## src/rtl/uart_pkg.sv

```systemverilog
// Shared UART definitions: FSM state encoding used by both the transmitter
// and the receiver, default oversampling ratio and parity-mode constants.
package uart_pkg;

  typedef enum logic [2:0] {
    IDLE   = 3'd0,
    START  = 3'd1,
    DATA   = 3'd2,
    PARITY = 3'd3,
    STOP   = 3'd4
  } uart_state_e;

  localparam int OVERSAMPLE_DEF = 16;

  localparam int PAR_EVEN = 0;
  localparam int PAR_ODD  = 1;

  // Counter width that stays legal for a terminal count of 1.
  function automatic int cnt_w(input int n);
    return (n > 1) ? $clog2(n) : 1;
  endfunction

endpackage

```

## src/rtl/uart_tx_if.sv

```systemverilog
// Handshake/serial bundle between a UART transmit client and uart_tx.
interface uart_tx_if #(parameter int DATA_BITS = 8);
  logic                 baud_rate_tick;
  logic                 i_tx_start;
  logic [DATA_BITS-1:0] i_tx_data;
  logic                 o_tx;
  logic                 o_tx_busy;
  logic                 o_tx_done;

  modport master (output baud_rate_tick, i_tx_start, i_tx_data,
                  input  o_tx, o_tx_busy, o_tx_done);
  modport slave  (input  baud_rate_tick, i_tx_start, i_tx_data,
                  output o_tx, o_tx_busy, o_tx_done);
endinterface

```

## src/rtl/uart_tx.sv

```systemverilog
// UART transmitter: start bit, DATA_BITS LSB-first, optional parity, 1-2 stop
// bits, each OVERSAMPLE baud ticks long. All outputs registered.
module uart_tx import uart_pkg::*; #(
  parameter int DATA_BITS  = 8,
  parameter int OVERSAMPLE = OVERSAMPLE_DEF,
  parameter int PARITY_EN  = 0,
  parameter int PARITY_ODD = PAR_EVEN,
  parameter int STOP_BITS  = 1
) (
  input  logic     clk,
  input  logic     reset,
  uart_tx_if.slave bus
);

  localparam int TW = cnt_w(OVERSAMPLE);
  localparam int BW = cnt_w(DATA_BITS);
  localparam logic [TW-1:0] TICK_LAST = TW'(OVERSAMPLE - 1);
  localparam logic [BW-1:0] BIT_LAST  = BW'(DATA_BITS - 1);
  localparam logic [BW-1:0] STOP_LAST = BW'(STOP_BITS - 1);

  uart_state_e          state, state_n;
  logic [TW-1:0]        tick_cnt, tick_cnt_n;
  logic [BW-1:0]        bit_cnt, bit_cnt_n;
  logic [DATA_BITS-1:0] shreg, shreg_n;
  logic                 par, par_n;
  logic                 tx, tx_n;
  logic                 busy, busy_n;
  logic                 done, done_n;
  logic                 bit_end;

  assign bit_end = bus.baud_rate_tick && (tick_cnt == TICK_LAST);

  always_ff @(posedge clk) begin
    if (reset) begin
      state    <= IDLE;
      tick_cnt <= '0;
      bit_cnt  <= '0;
      shreg    <= '0;
      par      <= 1'b0;
      tx       <= 1'b1;
      busy     <= 1'b0;
      done     <= 1'b0;
    end else begin
      state    <= state_n;
      tick_cnt <= tick_cnt_n;
      bit_cnt  <= bit_cnt_n;
      shreg    <= shreg_n;
      par      <= par_n;
      tx       <= tx_n;
      busy     <= busy_n;
      done     <= done_n;
    end
  end

  always_comb begin
    state_n    = state;
    tick_cnt_n = tick_cnt;
    bit_cnt_n  = bit_cnt;
    shreg_n    = shreg;
    par_n      = par;
    if (state != IDLE && bus.baud_rate_tick)
      tick_cnt_n = bit_end ? '0 : tick_cnt + 1'b1;
    case (state)
      IDLE: if (bus.i_tx_start) begin
        state_n    = START;
        shreg_n    = bus.i_tx_data;
        par_n      = (^bus.i_tx_data) ^ (PARITY_ODD != 0);
        tick_cnt_n = '0;
        bit_cnt_n  = '0;
      end
      START: if (bit_end) begin
        state_n   = DATA;
        bit_cnt_n = '0;
      end
      DATA: if (bit_end) begin
        shreg_n = shreg >> 1;
        if (bit_cnt == BIT_LAST) begin
          state_n   = (PARITY_EN != 0) ? PARITY : STOP;
          bit_cnt_n = '0;
        end else begin
          bit_cnt_n = bit_cnt + 1'b1;
        end
      end
      PARITY: if (bit_end) state_n = STOP;
      // bit_cnt is reused to count stop bits
      STOP: if (bit_end) begin
        if (bit_cnt == STOP_LAST) state_n = IDLE;
        else                      bit_cnt_n = bit_cnt + 1'b1;
      end
      default: state_n = IDLE;
    endcase
  end

  // Outputs are decoded from the next state so they register with it.
  always_comb begin
    busy_n = (state_n != IDLE);
    done_n = (state == STOP) && (state_n == IDLE);
    case (state_n)
      START:   tx_n = 1'b0;
      DATA:    tx_n = shreg_n[0];
      PARITY:  tx_n = par_n;
      default: tx_n = 1'b1;
    endcase
  end

  assign bus.o_tx      = tx;
  assign bus.o_tx_busy = busy;
  assign bus.o_tx_done = done;

endmodule

```

## src/flat_wrapper.sv

```systemverilog
// flat-port wrapper written by rule: the top's interface ports become plain ports
module uart_tx_flat import uart_pkg::*;
#(
  parameter int DATA_BITS  = 8,
  parameter int OVERSAMPLE = OVERSAMPLE_DEF,
  parameter int PARITY_EN  = 0,
  parameter int PARITY_ODD = PAR_EVEN,
  parameter int STOP_BITS  = 1
)
  (clk, reset, bus_baud_rate_tick, bus_i_tx_start, bus_i_tx_data, bus_o_tx, bus_o_tx_busy, bus_o_tx_done);
  uart_tx_if #(.DATA_BITS(DATA_BITS)) bus_i ();
  input  logic clk;
  input  logic reset;
  input wire logic [$bits(bus_i.baud_rate_tick)-1:0] bus_baud_rate_tick;
  input wire logic [$bits(bus_i.i_tx_start)-1:0] bus_i_tx_start;
  input wire logic [$bits(bus_i.i_tx_data)-1:0] bus_i_tx_data;
  output wire logic [$bits(bus_i.o_tx)-1:0] bus_o_tx;
  output wire logic [$bits(bus_i.o_tx_busy)-1:0] bus_o_tx_busy;
  output wire logic [$bits(bus_i.o_tx_done)-1:0] bus_o_tx_done;
  assign bus_i.baud_rate_tick = bus_baud_rate_tick;
  assign bus_i.i_tx_start = bus_i_tx_start;
  assign bus_i.i_tx_data = bus_i_tx_data;
  assign bus_o_tx = bus_i.o_tx;
  assign bus_o_tx_busy = bus_i.o_tx_busy;
  assign bus_o_tx_done = bus_i.o_tx_done;
  uart_tx #(.DATA_BITS(DATA_BITS), .OVERSAMPLE(OVERSAMPLE), .PARITY_EN(PARITY_EN), .PARITY_ODD(PARITY_ODD), .STOP_BITS(STOP_BITS)) u_core (.clk(clk), .reset(reset), .bus(bus_i));
endmodule
```

## config.mk

```make
export PLATFORM = sky130hd
export DESIGN_NAME = uart_tx_flat
export DESIGN_NICKNAME = d
export VERILOG_FILES = /design/src/rtl/uart_pkg.sv /design/src/rtl/uart_tx_if.sv /design/src/rtl/uart_tx.sv /design/src/flat_wrapper.sv
export SDC_FILE = /design/constraint.sdc
export NUM_CORES = 1
export LEC_CHECK = 0
export ABC_AREA = 1
export CORE_ASPECT_RATIO = 1.5
export CORE_UTILIZATION = 49
export CTS_BUF_LIST = sky130_fd_sc_hd__clkbuf_8 sky130_fd_sc_hd__clkbuf_16
export DETAILED_ROUTE_END_ITERATION = 10
export GPL_ROUTABILITY_DRIVEN = 0
export MAX_ROUTING_LAYER = met4
export PLACE_DENSITY_LB_ADDON = 0.08
export SYNTH_ARGS = -nofsm -noshare
export SYNTH_HDL_FRONTEND = slang
export SYNTH_SLANG_ARGS = --single-unit
```

## constraint.sdc

```tcl
create_clock -name clk -period 1.3 [get_ports clk]
set_input_delay 0.195 -clock clk [delete_from_list [all_inputs] [get_ports clk]]
set_output_delay 0.195 -clock clk [all_outputs]
set_load 0.05 [all_outputs]
```

==> results of run 1 <==
-- layer usage --
layer	up-vias	GRT usage (%)	share of wire (%)
met2	37	54.41	59
met4	0	19.70	4.8
met1	660	20.24	34
li1	714	-	-
met5	-	-	0
met3	15	5.464	2.8
-- worst paths after layout --
path,from,to,slack [ns],cells past startpoint
setup / recovery,u_core.tick_cnt[1]$_SDFF_PP0_,u_core.bit_cnt[0]$_SDFFE_PP0P_,-0.10,10
hold / removal,u_core.shreg[6]$_SDFFE_PP0P_,u_core.shreg[6]$_SDFFE_PP0P_,0.47,2
setup reg to reg,u_core.tick_cnt[1]$_SDFF_PP0_,u_core.bit_cnt[0]$_SDFFE_PP0P_,-0.10,10
hold reg to reg,u_core.shreg[6]$_SDFFE_PP0P_,u_core.shreg[6]$_SDFFE_PP0P_,0.47,2
-- cell families after synthesis --
kind of cell,after synthesis,share of synthesized area (%)
adders and majority gates,4,3.763
and+or+nand+nor,118,43.93
buffers and inverters,29,8.937
AOI/OAI and AO/OA,23,10.25
DFF,22,33.11
-- tightest hold or removal path, delay by kind of cell (launching register included) --
| family | cells | cell delay (ns) |
|---|---|---|
| AND/OR/NAND/NOR | 1 | 0.06 |
| AO/OA/AOI/OAI | 1 | 0.05 |
| flip-flops | 1 | 0.31 |
-- repair_timing --
item	CTS	global route
setup endpoints to repair	17	22
hold endpoints to repair	0	0
buffers inserted	3	5
pin swaps	11	14
gates resized for setup	23	21
-- sequential cells by signal (all words and copies together), names as in the netlist --
signal and flops:
u_core.tick_cnt 4, u_core.bus.o_tx_done 1, u_core.bus.o_tx_busy 1, u_core.bit_cnt 3, u_core.par 1, u_core.shreg 8
u_core.state 3, u_core.bus.o_tx 1
-- metrics by stage --
| step | power (mW) | util [%] |
|---|---|---|
| after floorplan | 0.9323 | - |
| after global placement | 1.069 | 68.98 |
| after detailed placement | 1.083 | 68.98 |
| after CTS | 1.509 | 74.33 |
| after global routing | 1.609 | 78.72 |
| final | 1.543 | 78.72 |
-- power by group through the flow --
stage                     clock network, mW  registers, mW  logic [mW]
after floorplan                           0          0.757       0.175
after global placement                    0          0.745       0.324
after detailed placement                  0          0.746       0.337
after CTS                             0.417          0.729       0.362
after global routing                  0.454          0.733       0.422
final                                 0.423          0.730       0.390
-- layout make-up --
type	instances	area, um^2
multi-input combinational	145	898.4
fill	187	533.0
sequential	22	451.7
timing repair buffer	44	426.7
inverter	27	108.9
tap	36	45.04
clock buffer	3	41.29
-- placed cells by master (no fill, tap or decap), types with 5 or more instances in the layout --
cell type                          n
sky130_fd_sc_hd__nand2_1          59
sky130_fd_sc_hd__buf_4            24
sky130_fd_sc_hd__inv_1            22
sky130_fd_sc_hd__dfxtp_1          17
sky130_fd_sc_hd__nand2_2          14
sky130_fd_sc_hd__clkdlybuf4s50_1  11
sky130_fd_sc_hd__nand3_1           9
sky130_fd_sc_hd__nor2_1            9
sky130_fd_sc_hd__a21oi_1           8
sky130_fd_sc_hd__nand2_4           6
sky130_fd_sc_hd__a22oi_1           5
sky130_fd_sc_hd__a21oi_2           5
sky130_fd_sc_hd__buf_6             5
==> results, run 1 <==
- The number of synthesized register bits is 22.
- For this configuration, the core starts out at a cell density of a little over half.
- The tree is rooted in a sky130_fd_sc_hd__clkbuf_8.
- The type of destination of the critical path is a flop.
- The via count of the first global-routing pass came to 1454.
- Counting both buffers and inverters, the worst setup path holds a total of 1.
- The tightest hold path in the finished design has a slack of 0.4723 ns.
- The initial antenna violation count was 0.
- The die covers 2931 um^2.
- The number of diodes is 0.
- The number of pins exceeding their max-slew limit in the final report was 0.
- The path class of the tightest hold or removal check is reg2reg.
- The checks that failed: negative setup slack.
- The critical path required time is 1.46 ns.
- The delay of the slowest cell on the worst path is 0.36 ns.
- The CTS tree is done.
- The portion of total power attributed to the clock network is 27.4%.
- The global-route wire length before repair is 5.651 mm.
- The share of synthesized registers carrying an async set or reset is 0%.
- Sequential elements use about a third of the synthesized area.
- Yosys instantiated no cell more often than sky130_fd_sc_hd__nand2_1.
- The number of flops mapped to enable cells by yosys is 0.
- For this design, the sink count on the clock tree is 22.
- The die is ~66 um tall.
- Global routing finished with a remaining overflow of 0.
- After clock tree synthesis, the flow added hold-fix buffers numbering 0.
- Measured against its own limit, the worst slew margin works out to 81.58%.
- Detailed placement ended at an HPWL of between 2 and 3 mm.
- A synthesized cell averages 6.786 um^2.
- Walking the worst path, the cells encountered are ha_4 -> nand2_4 -> nor2_8 -> inv_6 -> nand2_4 -> nand2_2 -> nor2_2 -> nand2_2 -> nand2_1 -> a21oi_1.
- The dominant delay contributor by cell family on the critical path is simple AND/OR/NAND/NOR gates.
- Port buffering added 14 buffers.
- After clock tree synthesis, the clock-pin slew on the worst setup and hold paths is 0.07 ns.
- The area growth from synthesis to layout is 48.26%.
- Row generation in the floorplan step produced 22 rows.
- The mapped netlist covers roughly 1300 um^2.
- In this run switching power makes up 29.15% of total power.
- The internal power is 1.093 mW.
- The count of nets left with antenna violations once routing finished came out at 0.
- The placed cell count is 266.
- Of the post-synthesis cell area, the dominant cell type holds approximately a third.
- The instance count of the mapped netlist is 196.
- The total setup violations reported at the end of the flow is 12.
- The run finished, with violations left.
- The switching component of the power is approximately 450 uW.
- The largest area contributor in the synthesized netlist is sky130_fd_sc_hd__dfxtp_1.
- The depth of the CTS H-tree is 1.
- The post-placement worst setup slack is -0.3056 ns.
- The relative contribution of sequential cells to total power is about 47%.
- The die is 44.54 um wide.
- The combinational share of power is 25.3%.
- For this run, design rule violations remaining after detail routing come to 0.
- In the post-synthesis netlist, the biggest area contributors are sky130_fd_sc_hd__dfxtp_1 33%, sky130_fd_sc_hd__nand2_1 20%, sky130_fd_sc_hd__inv_1 6.5%.
- The pin count of the biggest net entering global routing is 13.
- The clock arrives with slightly below 0.005 ns of skew.
- In this run, the number of DRC markers left after iteration 0 of detailed routing was 28.
- The cell with the largest stage delay on the worst path is sky130_fd_sc_hd__dfxtp_4.
- Pin placement for this block handled 15 I/O pins.
- The net count after synthesis is 212.
- Summed over all failing endpoints, the final setup total negative slack is -0.8724 ns.
- The count of cells in the finished layout, fillers not included, comes to approximately 280.
- The number of buffers on the longest clock path is 2.
- Cells with a size suffix above 1 make up a little under two fifths of the layout.
- The post-route clock period utilization is 107.9%.
- Across the run, the number of max-cap violations was 0.
- At the pin with the least slew margin, the transition time is between 0.2 and 0.3 ns.
- The unique cell type count in the Yosys netlist is 27.
- Dividing the detail-routed via count by the number of cells gives 5.148.
- The post-route worst setup slack is -0.1024 ns.
- The CTS buffer count is 3.
- The area inside the core boundary is 2505 um^2.
- Summing all placed instances gives a cell area of 1728 um^2.
- For this run, the detailed router's first-pass iteration total came to 4.
- The total leakage power is slightly above 1 nW.
- The commonest cells after synthesis are 72 x sky130_fd_sc_hd__nand2_1, 23 x sky130_fd_sc_hd__inv_1, 22 x sky130_fd_sc_hd__dfxtp_1.
- Setup repair after global routing could not meet its margin everywhere.
- The average detailed-routed wire length per instance is about 13 um.
- Yosys printed 0 warnings.
- The final cell area excluding filler cells is between 1500 and 2000 um^2.
- The setup path with the least slack is of type reg2reg.
- STA classifies the critical path startpoint as a flop.
- The routed wire length is 3.617 mm.
- The time the final worst path needs with I/O delays and setup is 1.402 ns.
- The clock insertion delay at the later pin of the skew report is 0.27 ns.
- The achievable frequency is a little over 700 MHz.
- For this run, the leading register cell type out of synthesis is sky130_fd_sc_hd__dfxtp_1.
- The maximum resistive drop on vdd is ~900 uV.
- For this run, the total global-route usage over all layers was measured as ~28%.
- The number of failing hold endpoints at the final stage is 0.
- The power density relative to cell area is 782.5 nW/um^2.
- Data arrives at the worst endpoint at about 1.6 ns.
- The peak fanout along the critical path is 5.
- The number of nets in the final layout is 259.
- Detailed routing inserted a total of 1426 vias.
Note: power is estimated with default switching activity, not from simulation.
==> run 2, diff against run 1 <==
--- a/config.mk
+++ b/config.mk
@@ -7,8 +7,8 @@
 export LEC_CHECK = 0
 export ABC_AREA = 1
 export CORE_ASPECT_RATIO = 1.5
-export CORE_UTILIZATION = 49
-export CTS_BUF_LIST = sky130_fd_sc_hd__clkbuf_8 sky130_fd_sc_hd__clkbuf_16
+export CORE_UTILIZATION = 61
+export CTS_BUF_LIST = sky130_fd_sc_hd__clkbuf_8
 export DETAILED_ROUTE_END_ITERATION = 10
 export GPL_ROUTABILITY_DRIVEN = 0
 export MAX_ROUTING_LAYER = met4
==> constraint.sdc (replaced) <==
create_clock -name clk -period 1.82 [get_ports clk]
set_input_delay 0.273 -clock clk [delete_from_list [all_inputs] [get_ports clk]]
set_output_delay 0.273 -clock clk [all_outputs]
set_load 0.05 [all_outputs]
==> results, run 2 (same netlist as run 1, synthesis figures left out) <==
- The share of cells above drive strength 1 is 12.68% (-25 points).
- The flow ran to the end, and the final reports show no timing, DRC or antenna violations.
- Subtracting the final worst setup slack from the clock period gives ~1.6 ns.
- The detailed-route DRC error count is 0 (unchanged).
- The CTS buffer count was 3 (unchanged).
- The total setup violations reported at the end of the flow was 0 (-12).
- The number of buffers on the longest clock path is 2 (unchanged).
- The count of max-cap constraint violations is 0 (unchanged).
- The global-route wire length before repair is 4.595 mm (-19%).
- The via count of the first global-routing pass came to 1241 (-15%).
- The combined buffer and inverter count along the critical path was 1 (unchanged).
- The area of the die is 2375 um^2 (-19%).
- The number of rows in the core area was 20 (-9.1%).
- The violation count after the first detailed-route iteration is 34 (+21%).
- The register bank with the most flops is u_core.shreg.
- The delay of the slowest cell on the worst path is 0.79 ns (+0.43 ns).
- The type of destination of the critical path is an output pin.
- In the final layout, the registers with the most flip-flops are u_core.shreg x8, u_core.tick_cnt x4.
- The number of diodes was 0 (unchanged).
- The number of logic stages on the critical path including buffering is 1 (-9).
- The critical path goes through clkdlybuf4s50_1.
- The number of nets still failing antenna checks after routing was 0 (unchanged).
- The path class of the tightest hold or removal check is reg2reg.
- The total global routing track utilization is 28.04% (+0.40 points).
- The cell with the largest stage delay on the worst path is sky130_fd_sc_hd__clkdlybuf4s50_1.
- The average detailed-routed wire length per instance came to 11.91 um (-8.8%).
- The top-level port count is 15 (unchanged).
- The die outline height came to 59.19 um (-10%).
- The power density relative to cell area was 653.7 nW/um^2 (-16%).
- The met2 track demand over resource is 54.38% (about the same).
- The clock insertion delay at the later pin of the skew report is 0.26 ns (about the same).
- In the finished design, the share of the clock period the worst path needs comes to 90.02%.
- The number of search-and-repair iterations in the first detailed-routing pass was 4 (unchanged).
- The global route total overflow is 0 (unchanged).
- The via count normalized by instance count is 5.306 (+3.1%).
- The maximum resistive drop on vdd came to 473.7 uV (-47%).
- The depth of the most critical reg-to-reg path is 10 (unchanged).
- The accumulated negative setup slack is 0 ns (+0.8724 ns).
- The peak fanout along the critical path is 1 (-4).
- The number of failing hold endpoints at the final stage came to 0 (unchanged).
- The buffer count from post-CTS setup fixing is 0 (-3).
- The transition time at the pin with the least slew margin is 0.4947 ns (+0.2191 ns).
- The critical path required time is 1.55 ns (+0.09 ns).
- The count of input and output buffers is 14 (unchanged).
- The post-route clock skew is 0.004352 ns (-0.0005893 ns).
- The initial core utilization was 64.82% (+12 points).
- From synthesis to final layout, the design area changed by 15.71%.
- The number of pins exceeding their max-slew limit in the final report is 0 (unchanged).
- The cell family contributing the most delay on the critical path is buffers and inverters.
- The master cell of the clock root buffer is sky130_fd_sc_hd__clkbuf_8.
- The global routing usage on met1 is 23.81% (+3.6 points).
- The smallest hold slack is 0.4706 ns (-0.001733 ns).
- The total leakage power is 0.8302 nW (-20%).
- The number of flip-flops under the largest register name is 8 (unchanged).
- The global routing's busiest layer is met2.
- The count of vias placed by the detailed router is 1247 (-13%).
- The pin count of the biggest net entering global routing is 13 (unchanged).
- The area inside the core boundary is 2052 um^2 (-18%).
- The routed wire length is 2.798 mm (-23%).
- The clock transition at the registers of the reported paths came to 0.07 ns (about the same).
- Setup repair after global routing left no endpoint under its margin.
- The number of hold buffers added after cts is 0 (unchanged).
- The number of cells upsized or downsized after cts is 0 (-100%).
- The met3 track demand over resource in global routing was 1.880% (-3.6 points).
- The clock sink total is 22 (unchanged).
- The worst slew margin relative to its limit is 66.92% (-15 points).
- The initial antenna violation count is 0 (unchanged).
- The cell depth of the worst min-delay path was 2 (unchanged).
- The depth of the CTS H-tree is 1 (unchanged).
- The setup path with the least slack is of type reg2out.
- The achievable frequency is 610.4 MHz.
- In the layout the commonest cells are 72 x sky130_fd_sc_hd__nand2_1, 23 x sky130_fd_sc_hd__inv_1, 22 x sky130_fd_sc_hd__dfxtp_1, 14 x sky130_fd_sc_hd__clkdlybuf4s50_1.
- The CTS tree is done.
- The final HPWL from detailed placement is 2.260 mm (-11%).
- The startpoint type of the worst setup path is a flop.
- The arrival time at the worst endpoint is 1.37 ns (-0.19 ns).
- The die boundary width is 40.13 um (-9.9%).
- The number of nets in the final layout came to 231 (-11%).
- The most common library cell in the layout ignoring fill and taps is sky130_fd_sc_hd__nand2_1.
run 2: area by class of cell:
cell class              count  area, um^2
well taps                  22       27.53
fillers                   185       513.0
inverters                  27       103.9
multi-input cells         145       770.7
flip-flops and latches     22       440.4
repair buffers             16       155.1
clock buffers               3       41.29
run 2: path summary, 6_finish.rpt:
kind | from | end | slack, ns
max | u_core.bus.o_tx$_SDFF_PP1_ | bus_o_tx | 0.18
min | u_core.shreg[3]$_SDFFE_PP0P_ | u_core.shreg[3]$_SDFFE_PP0P_ | 0.47
max reg2reg | u_core.tick_cnt[0]$_SDFF_PP0_ | u_core.bus.o_tx$_SDFF_PP1_ | 0.20
min reg2reg | u_core.shreg[3]$_SDFFE_PP0P_ | u_core.shreg[3]$_SDFFE_PP0P_ | 0.47
run 2: where the power goes:
group | total (mW) | leakage, nW | switching, mW | internal, mW
sequential | 0.519 | 0.180 | 0.0135 | 0.506
combinational | 0.202 | 0.629 | 0.121 | 0.0807
clock | 0.285 | 0.0216 | 0.138 | 0.147
total | 1.01 | 0.830 | 0.272 | 0.734
run 2: per-stage QoR:
stage / instance area [um^2] / std cells / util (%) / setup WS, ns / power (mW)
after floorplan: 1330 / 196 / - / 0.4237 / 0.6642
after global placement: 1498 / 232 / 72.99 / 0.1520 / 0.7219
after detailed placement: 1498 / 232 / 72.99 / 0.1092 / 0.7318
after CTS: 1539 / 235 / 75.00 / 0.1774 / 1.011
after global routing: 1539 / 235 / 75.00 / 0.03115 / 1.058
final: 1539 / 235 / 75.00 / 0.1816 / 1.006
run 2: layer usage:
| metal | vias up | routed length [um] | share of wire [%] |
|---|---|---|---|
| met5 | - | 0 | 0 |
| met4 | 0 | 58 | 2.1 |
| met3 | 7 | 49 | 1.8 |
| met2 | 15 | 1661 | 59 |
| met1 | 570 | 1028 | 37 |
| li1 | 655 | - | - |
